==> src/rtl/mult_sched_pkg.sv <==
// Shared types and helpers for the multiplier scheduler.
package mult_sched_pkg;

    typedef enum logic [1:0] {
        IDLE  = 2'd0,
        ISSUE = 2'd1,
        WAIT  = 2'd2,
        RESP  = 2'd3
    } sched_state_t;

    // Low bit of requester idx's operand slice in a packed operand bus.
    function automatic int unsigned slice_lo(input int unsigned idx, input int unsigned width);
        return idx * width;
    endfunction

endpackage

==> src/rtl/mult_scheduler_rr_arbiter.sv <==
// Combinational round-robin arbiter: first requester at or after ptr, wrapping.
module rr_arbiter #(
    parameter int N_REQ = 4,
    parameter int IDX_W = $clog2(N_REQ)
) (
    input  logic [N_REQ-1:0] req,
    input  logic [IDX_W-1:0] ptr,
    output logic [N_REQ-1:0] grant,
    output logic [IDX_W-1:0] grant_idx,
    output logic             grant_any
);

    logic [IDX_W:0]   sum;
    logic [IDX_W-1:0] idx;

    // NOTE: every combinational output gets a default first so no path infers a latch.
    always_comb begin
        grant     = '0;
        grant_idx = '0;
        grant_any = 1'b0;
        sum       = '0;
        idx       = '0;
        // Scan from the farthest offset down so the nearest requester is the last to win.
        for (int off = N_REQ - 1; off >= 0; off--) begin
            sum = {1'b0, ptr} + (IDX_W + 1)'(off);
            if (sum >= (IDX_W + 1)'(N_REQ))
                sum = sum - (IDX_W + 1)'(N_REQ);
            idx = sum[IDX_W-1:0];
            if (req[idx]) begin
                grant      = '0;
                grant[idx] = 1'b1;
                grant_idx  = idx;
                grant_any  = 1'b1;
            end
        end
    end

endmodule

==> src/rtl/mult_scheduler.sv <==
// Shares one sequential multiplier between N_REQ requesters with round-robin
// arbitration, a valid/ready response channel and a watchdog abort.
module mult_scheduler
    import mult_sched_pkg::*;
#(
    parameter int N_REQ   = 4,
    parameter int WIDTH   = 4,
    parameter int TIMEOUT = 16
) (
    input  logic                     clk_in,
    input  logic                     rst_in,
    input  logic [N_REQ-1:0]         req_valid,
    output logic [N_REQ-1:0]         req_ready,
    input  logic [N_REQ*WIDTH-1:0]   req_x,
    input  logic [N_REQ*WIDTH-1:0]   req_y,
    output logic [N_REQ-1:0]         rsp_valid,
    input  logic [N_REQ-1:0]         rsp_ready,
    output logic [2*WIDTH-1:0]       rsp_product,
    output logic                     rsp_err,
    output logic                     mul_start,
    output logic [WIDTH-1:0]         mul_x,
    output logic [WIDTH-1:0]         mul_y,
    input  logic                     mul_done,
    input  logic [2*WIDTH-1:0]       mul_product
);

    localparam int IDX_W = $clog2(N_REQ);
    localparam int WD_W  = $clog2(TIMEOUT);

    sched_state_t       state, state_nxt;
    logic [IDX_W-1:0]   rr_ptr, owner, grant_idx;
    logic [N_REQ-1:0]   grant;
    logic               grant_any;
    logic [WIDTH-1:0]   x_q, y_q;
    logic [WD_W-1:0]    wd;
    logic [2*WIDTH-1:0] prod_q;
    logic               err_q;
    logic               wd_expire, owner_ack;
    logic [WIDTH-1:0]   x_arr [N_REQ];
    logic [WIDTH-1:0]   y_arr [N_REQ];

    rr_arbiter #(.N_REQ(N_REQ), .IDX_W(IDX_W)) u_arb (
        .req       (req_valid),
        .ptr       (rr_ptr),
        .grant     (grant),
        .grant_idx (grant_idx),
        .grant_any (grant_any)
    );

    always_comb begin
        for (int i = 0; i < N_REQ; i++) begin
            x_arr[i] = req_x[slice_lo(i, WIDTH) +: WIDTH];
            y_arr[i] = req_y[slice_lo(i, WIDTH) +: WIDTH];
        end
    end

    // Abort on the cycle whose increment would bring the watchdog to TIMEOUT-1.
    assign wd_expire = (wd == WD_W'(TIMEOUT - 2));
    assign owner_ack = rsp_ready[owner];

    always_ff @(posedge clk_in or negedge rst_in) begin
        if (!rst_in) state <= IDLE;
        else         state <= state_nxt;
    end

    always_comb begin
        state_nxt = state;
        unique case (state)
            IDLE:  if (grant_any) state_nxt = ISSUE;
            ISSUE: state_nxt = WAIT;
            WAIT:  if (mul_done || wd_expire) state_nxt = RESP;
            RESP:  if (owner_ack) state_nxt = IDLE;
        endcase
    end

    // NOTE: registered state uses non-blocking assignments so every flop samples pre-edge values.
    always_ff @(posedge clk_in or negedge rst_in) begin
        if (!rst_in) begin
            rr_ptr <= '0;
            owner  <= '0;
            x_q    <= '0;
            y_q    <= '0;
            wd     <= '0;
            prod_q <= '0;
            err_q  <= 1'b0;
        end else begin
            unique case (state)
                IDLE: if (grant_any) begin
                    x_q   <= x_arr[grant_idx];
                    y_q   <= y_arr[grant_idx];
                    owner <= grant_idx;
                end
                ISSUE: wd <= '0;
                WAIT: begin
                    if (mul_done) begin
                        prod_q <= mul_product;
                        err_q  <= 1'b0;
                    end else if (wd_expire) begin
                        prod_q <= '0;
                        err_q  <= 1'b1;
                    end else begin
                        wd <= wd + 1'b1;
                    end
                end
                RESP: if (owner_ack)
                    rr_ptr <= (owner == IDX_W'(N_REQ - 1)) ? '0 : owner + 1'b1;
            endcase
        end
    end

    // req_ready is combinational, so it is also gated by reset to keep outputs quiet while held.
    always_comb begin
        req_ready   = '0;
        mul_start   = 1'b0;
        rsp_valid   = '0;
        rsp_product = '0;
        rsp_err     = 1'b0;
        unique case (state)
            IDLE:  if (rst_in) req_ready = grant;
            ISSUE: mul_start = 1'b1;
            WAIT:  ;
            RESP: begin
                rsp_valid[owner] = 1'b1;
                rsp_product      = prod_q;
                rsp_err          = err_q;
            end
        endcase
    end

    assign mul_x = x_q;
    assign mul_y = y_q;

endmodule

==> config.mk <==
export PLATFORM = sky130hd
export DESIGN_NAME = mult_scheduler
export DESIGN_NICKNAME = d
export VERILOG_FILES = /design/src/rtl/mult_sched_pkg.sv /design/src/rtl/mult_scheduler_rr_arbiter.sv /design/src/rtl/mult_scheduler.sv
export SDC_FILE = /design/constraint.sdc
export NUM_CORES = 1
export LEC_CHECK = 0
export BUFFER_PORTS_ARGS = -buffer_cell sky130_fd_sc_hd__buf_4
export CORE_MARGIN = 1
export CORE_UTILIZATION = 50
export CTS_BUF_LIST = sky130_fd_sc_hd__clkbuf_8
export CTS_CLUSTER_SIZE = 14
export DETAILED_ROUTE_END_ITERATION = 12
export GPL_TIMING_DRIVEN = 0
export PLACE_DENSITY = 0.78
export SLEW_MARGIN = 10
export SYNTH_ARGS = -nofsm -noshare
export SYNTH_HDL_FRONTEND = slang
export SYNTH_SLANG_ARGS = --single-unit
==> constraint.sdc <==
create_clock -name clk_in -period 8.9 [get_ports clk_in]
set_input_delay 0.445 -clock clk_in [delete_from_list [all_inputs] [get_ports clk_in]]
set_output_delay 0.445 -clock clk_in [all_outputs]
set_load 0.02 [all_outputs]
==> impl_metrics.json <==
{
  "vias_per_cell": 5.59,
  "number_of_global_route_vias_before_repair": 1873,
  "power_per_cell_area_nw_per_um2": 317,
  "areaGrowthSynthToFinish_pct": 32.3,
  "fin_hold_ws_ns": 0.0672,
  "power.sequential.fraction_pct": 24.6,
  "yosys.area.top_type": "sky130_fd_sc_hd__dfrtp_1",
  "maxSlewHeadroom_pct": 45.4,
  "largest_net_degree_at_the_start_of_global_routing": 29,
  "postSynthNetCount": 293,
  "internal_power_w": 0.000481,
  "grt_util_met1_pct": 31.2,
  "clock-root-buffer": "sky130_fd_sc_hd__clkbuf_8",
  "antenna_found_initial": 0,
  "final_cells": 353,
  "detail_route.first_pass.iterations": 4,
  "worstMarginPinSlew_ns": 0.820,
  "crit_arrival_ns": 3.05,
  "dieArea_sq_um": 4520,
  "async_sr_flop_fraction_pct": 100,
  "routed_wire_length_per_instance_microns": 14.8,
  "gr-usage-met3_pct": 3.38,
  "fin_setup_tns_ns": 0,
  "net_sw_power_w": 0.000412,
  "gp_congestion": 0.757,
  "clkTransAtPathRegs_ns": 0.10,
  "cts-htree-levels": 1,
  "fmax_mhz": 286,
  "drive_above_1_share_pct": 32.7,
  "final_net_count": 374,
  "number_of_buffers_inserted_to_repair_setup_after_cts": 0,
  "irDropWorstVdd_mv": 0.179,
  "yosys_register_bits": 27,
  "grt_first_pass_wirelength_microns": 8490,
  "worst_setup_sp_type": "register",
  "post-route-min-period_ns": 3.50,
  "ys_top_cells_by_count": "sky130_fd_sc_hd__dfrtp_1, sky130_fd_sc_hd__nand2_1, sky130_fd_sc_hd__nor2_1",
  "drv.max_cap_violation_count": 0,
  "tritoncts": "built",
  "max-clock-path-buffers": 2,
  "combPwrFrac_pct": 67.4,
  "busiest_layer": "met2",
  "drt.antenna.violating_nets": 0,
  "insertion_delay_of_the_later_clocked_pin_in_the_worst_skew_pair_ns": 0.27,
  "wl_microns": 5220,
  "cts_buffers": 3,
  "grt_usage_pct": 24.2,
  "sw_frac_of_total_pct": 46.1,
  "final_util_pct": 69.8,
  "totalPowerFinal_w": 0.000893,
  "drc": 0,
  "top_level_ports": 77,
  "final.setup_skew_ns": 0.00579,
  "crit_fanout": 11,
  "netlist-cell-type-count": 47,
  "placedCellCount": 349,
  "critPathRequiredTime_ns": 8.46,
  "critical_path_class": "reg2out",
  "synthFlopType": "sky130_fd_sc_hd__dfrtp_1",
  "io_buffer_count": 76,
  "post_synthesis_cells": 223,
  "setup-violations-final": 0,
  "detailedPlacementHpwl_microns": 4050,
  "finalHoldViolCount": 0,
  "synth_edf_count": 0,
  "timing.hold.worst.class": "in2async",
  "power.leakage_nw": 1.33,
  "final.fill_count": 361,
  "yosys_warnings": 0,
  "placeableCoreArea_sq_um": 4030,
  "rsz_0062_raised_after_global_routing": "no",
  "antennaDiodeCount": 0,
  "slowest_stage_cell_on_the_critical_path": "sky130_fd_sc_hd__dfrtp_1",
  "row_count": 23,
  "most_used_standard_cell_by_instance_count_after_synthesis": "sky130_fd_sc_hd__dfrtp_1",
  "yosysTopAreaCellShare_pct": 31.8,
  "cts_hold_buffers": 0,
  "pwr-share-clk_pct": 8.0,
  "slew_viol_final": 0,
  "critPathTopFamily": "buffers and inverters",
  "worst_path_largest_cell_delay_ns": 0.49,
  "via_count": 1975,
  "die_height_microns": 67.2,
  "overflow": 0,
  "cp_num_cells": 9,
  "chain_of_cells_forming_the_critical_path": "buf_6, clkinv_1, ha_1, mux4_2, nor2b_2, a221oi_1, a211o_1, a21oi_1, buf_4",
  "floorplan.initialDensity_pct": 52.8,
  "syn_area_sq_um": 2130,
  "drt_first_iter_violations": 85,
  "synth.yosys.seq_area_share_pct": 31.8,
  "horiz_die_dim_microns": 67.2,
  "outcome": "complete, no violations",
  "synth_area_per_cell_sq_um": 9.54,
  "final_min_period_over_clock_period_pct": 39.3,
  "groute.layer.met2.usage_pct": 43.4,
  "setup_crit_end_kind": "primary output",
  "critPathBufInv": 3,
  "count_of_cells_resized_by_post_cts_repair": 0,
  "cts.sink_count": 27,
  "synth_area_leaders": "sky130_fd_sc_hd__dfrtp_1, sky130_fd_sc_hd__ha_1, sky130_fd_sc_hd__mux2i_1, sky130_fd_sc_hd__and2_1, sky130_fd_sc_hd__mux4_2",
  "reg2reg_depth": 10
}
[final cells by class]
type	instances	area (sq um)	share of cell area, %
inverter	12	45.0	1.60
sequential	27	676	24.0
tap	50	62.6	2.22
multi-input combinational	176	1360	48.4
buffer	8	48.8	1.73
timing repair buffer	76	571	20.3
clock buffer	3	41.3	1.47
clock inverter	1	7.51	0.267
[path summary, 6_finish.rpt]
kind | slack (ns) | start | to
worst max register to register | 5.59 | rr_ptr[0] | mul_x[1]
worst min register to register | 0.50 | prod_q[3] | prod_q[3]
max in group asynchronous | 8.57 | rst_in | rr_ptr[1]
worst max-delay path | 5.40 | rr_ptr[0] | req_ready[1]
worst min-delay path | 0.07 | rst_in | prod_q[0]
min in group clk_in | 0.38 | mul_product[3] | prod_q[3]
[kinds of logic after synthesis]
| group | after synthesis | synth area share (%) |
|---|---|---|
| and+or+nand+nor | 77 | 18.5 |
| AOI/OAI and AO/OA | 57 | 20.8 |
| DFF | 27 | 31.8 |
| buffers and inverters | 20 | 4.41 |
| muxes | 20 | 12.2 |
| adders and majority gates | 19 | 11.2 |
| xor gates and xnor gates | 3 | 1.24 |
[cell usage in the layout, fill, tap and decap left out, drive strengths merged, types with 2 or more instances in the layout]
master   n
or2      2
or4      5
nor2b    2
xnor2    3
nand2b   2
o31ai    3
a221oi   4
o221a    2
ha      19
mux4     4
inv     11
a21oi    8
dfrtp   27
o21ai    6
clkbuf   8
nor3b    5
a22o     9
nand2   22
mux2     4
and2    15
a211o    4
mux2i   12
buf     79
a211oi   6
nor2    20
o211ai   7
[worst register-to-register path, stage by stage, from the launching register on]
cell	delay, ns
sky130_fd_sc_hd__dfrtp_1	0.49
sky130_fd_sc_hd__buf_6	0.19
sky130_fd_sc_hd__clkinv_1	0.34
sky130_fd_sc_hd__ha_1	0.52
sky130_fd_sc_hd__mux4_2	0.33
sky130_fd_sc_hd__and2b_1	0.35
sky130_fd_sc_hd__o21ai_1	0.17
sky130_fd_sc_hd__nand2_2	0.13
sky130_fd_sc_hd__buf_6	0.18
sky130_fd_sc_hd__mux2_4	0.31
sky130_fd_sc_hd__o221a_1	0.21
[registers in the layout, indices dropped and copies added, names as in the netlist]
signal,count
prod_q,8
wd,4
mul_y,4
owner,2
mul_x,4
rr_ptr,2
state,2
err_q,1
[metrics by stage]
stage                     setup slack [ns]  cell area, sq um
final                                 5.40              2810
after global placement                5.61              2760
after global routing                  5.18              2810
after detailed placement              5.62              2760
after floorplan                       5.96              2130
after CTS                             5.40              2810
[power groups by stage]
stage	combinational [W]	sequential [W]	clock [W]
6_report	0.000602	0.000220	0.0000712
4_1_cts	0.000603	0.000220	0.0000727
2_1_floorplan	0.000408	0.000234	0
5_1_grt	0.000665	0.000228	0.0000767
3_5_place_dp	0.000598	0.000222	0
3_3_place_gp	0.000585	0.000221	0
[layer usage]
layer	vias to the layer above	routed length (microns)	share of wire (%)
met5	-	0	0
met4	0	31	0.59
met3	6	257	4.9
met2	63	2540	49
met1	931	2390	46
li1	975	-	-
No activity file was read; power rests on OpenSTA's default activity.
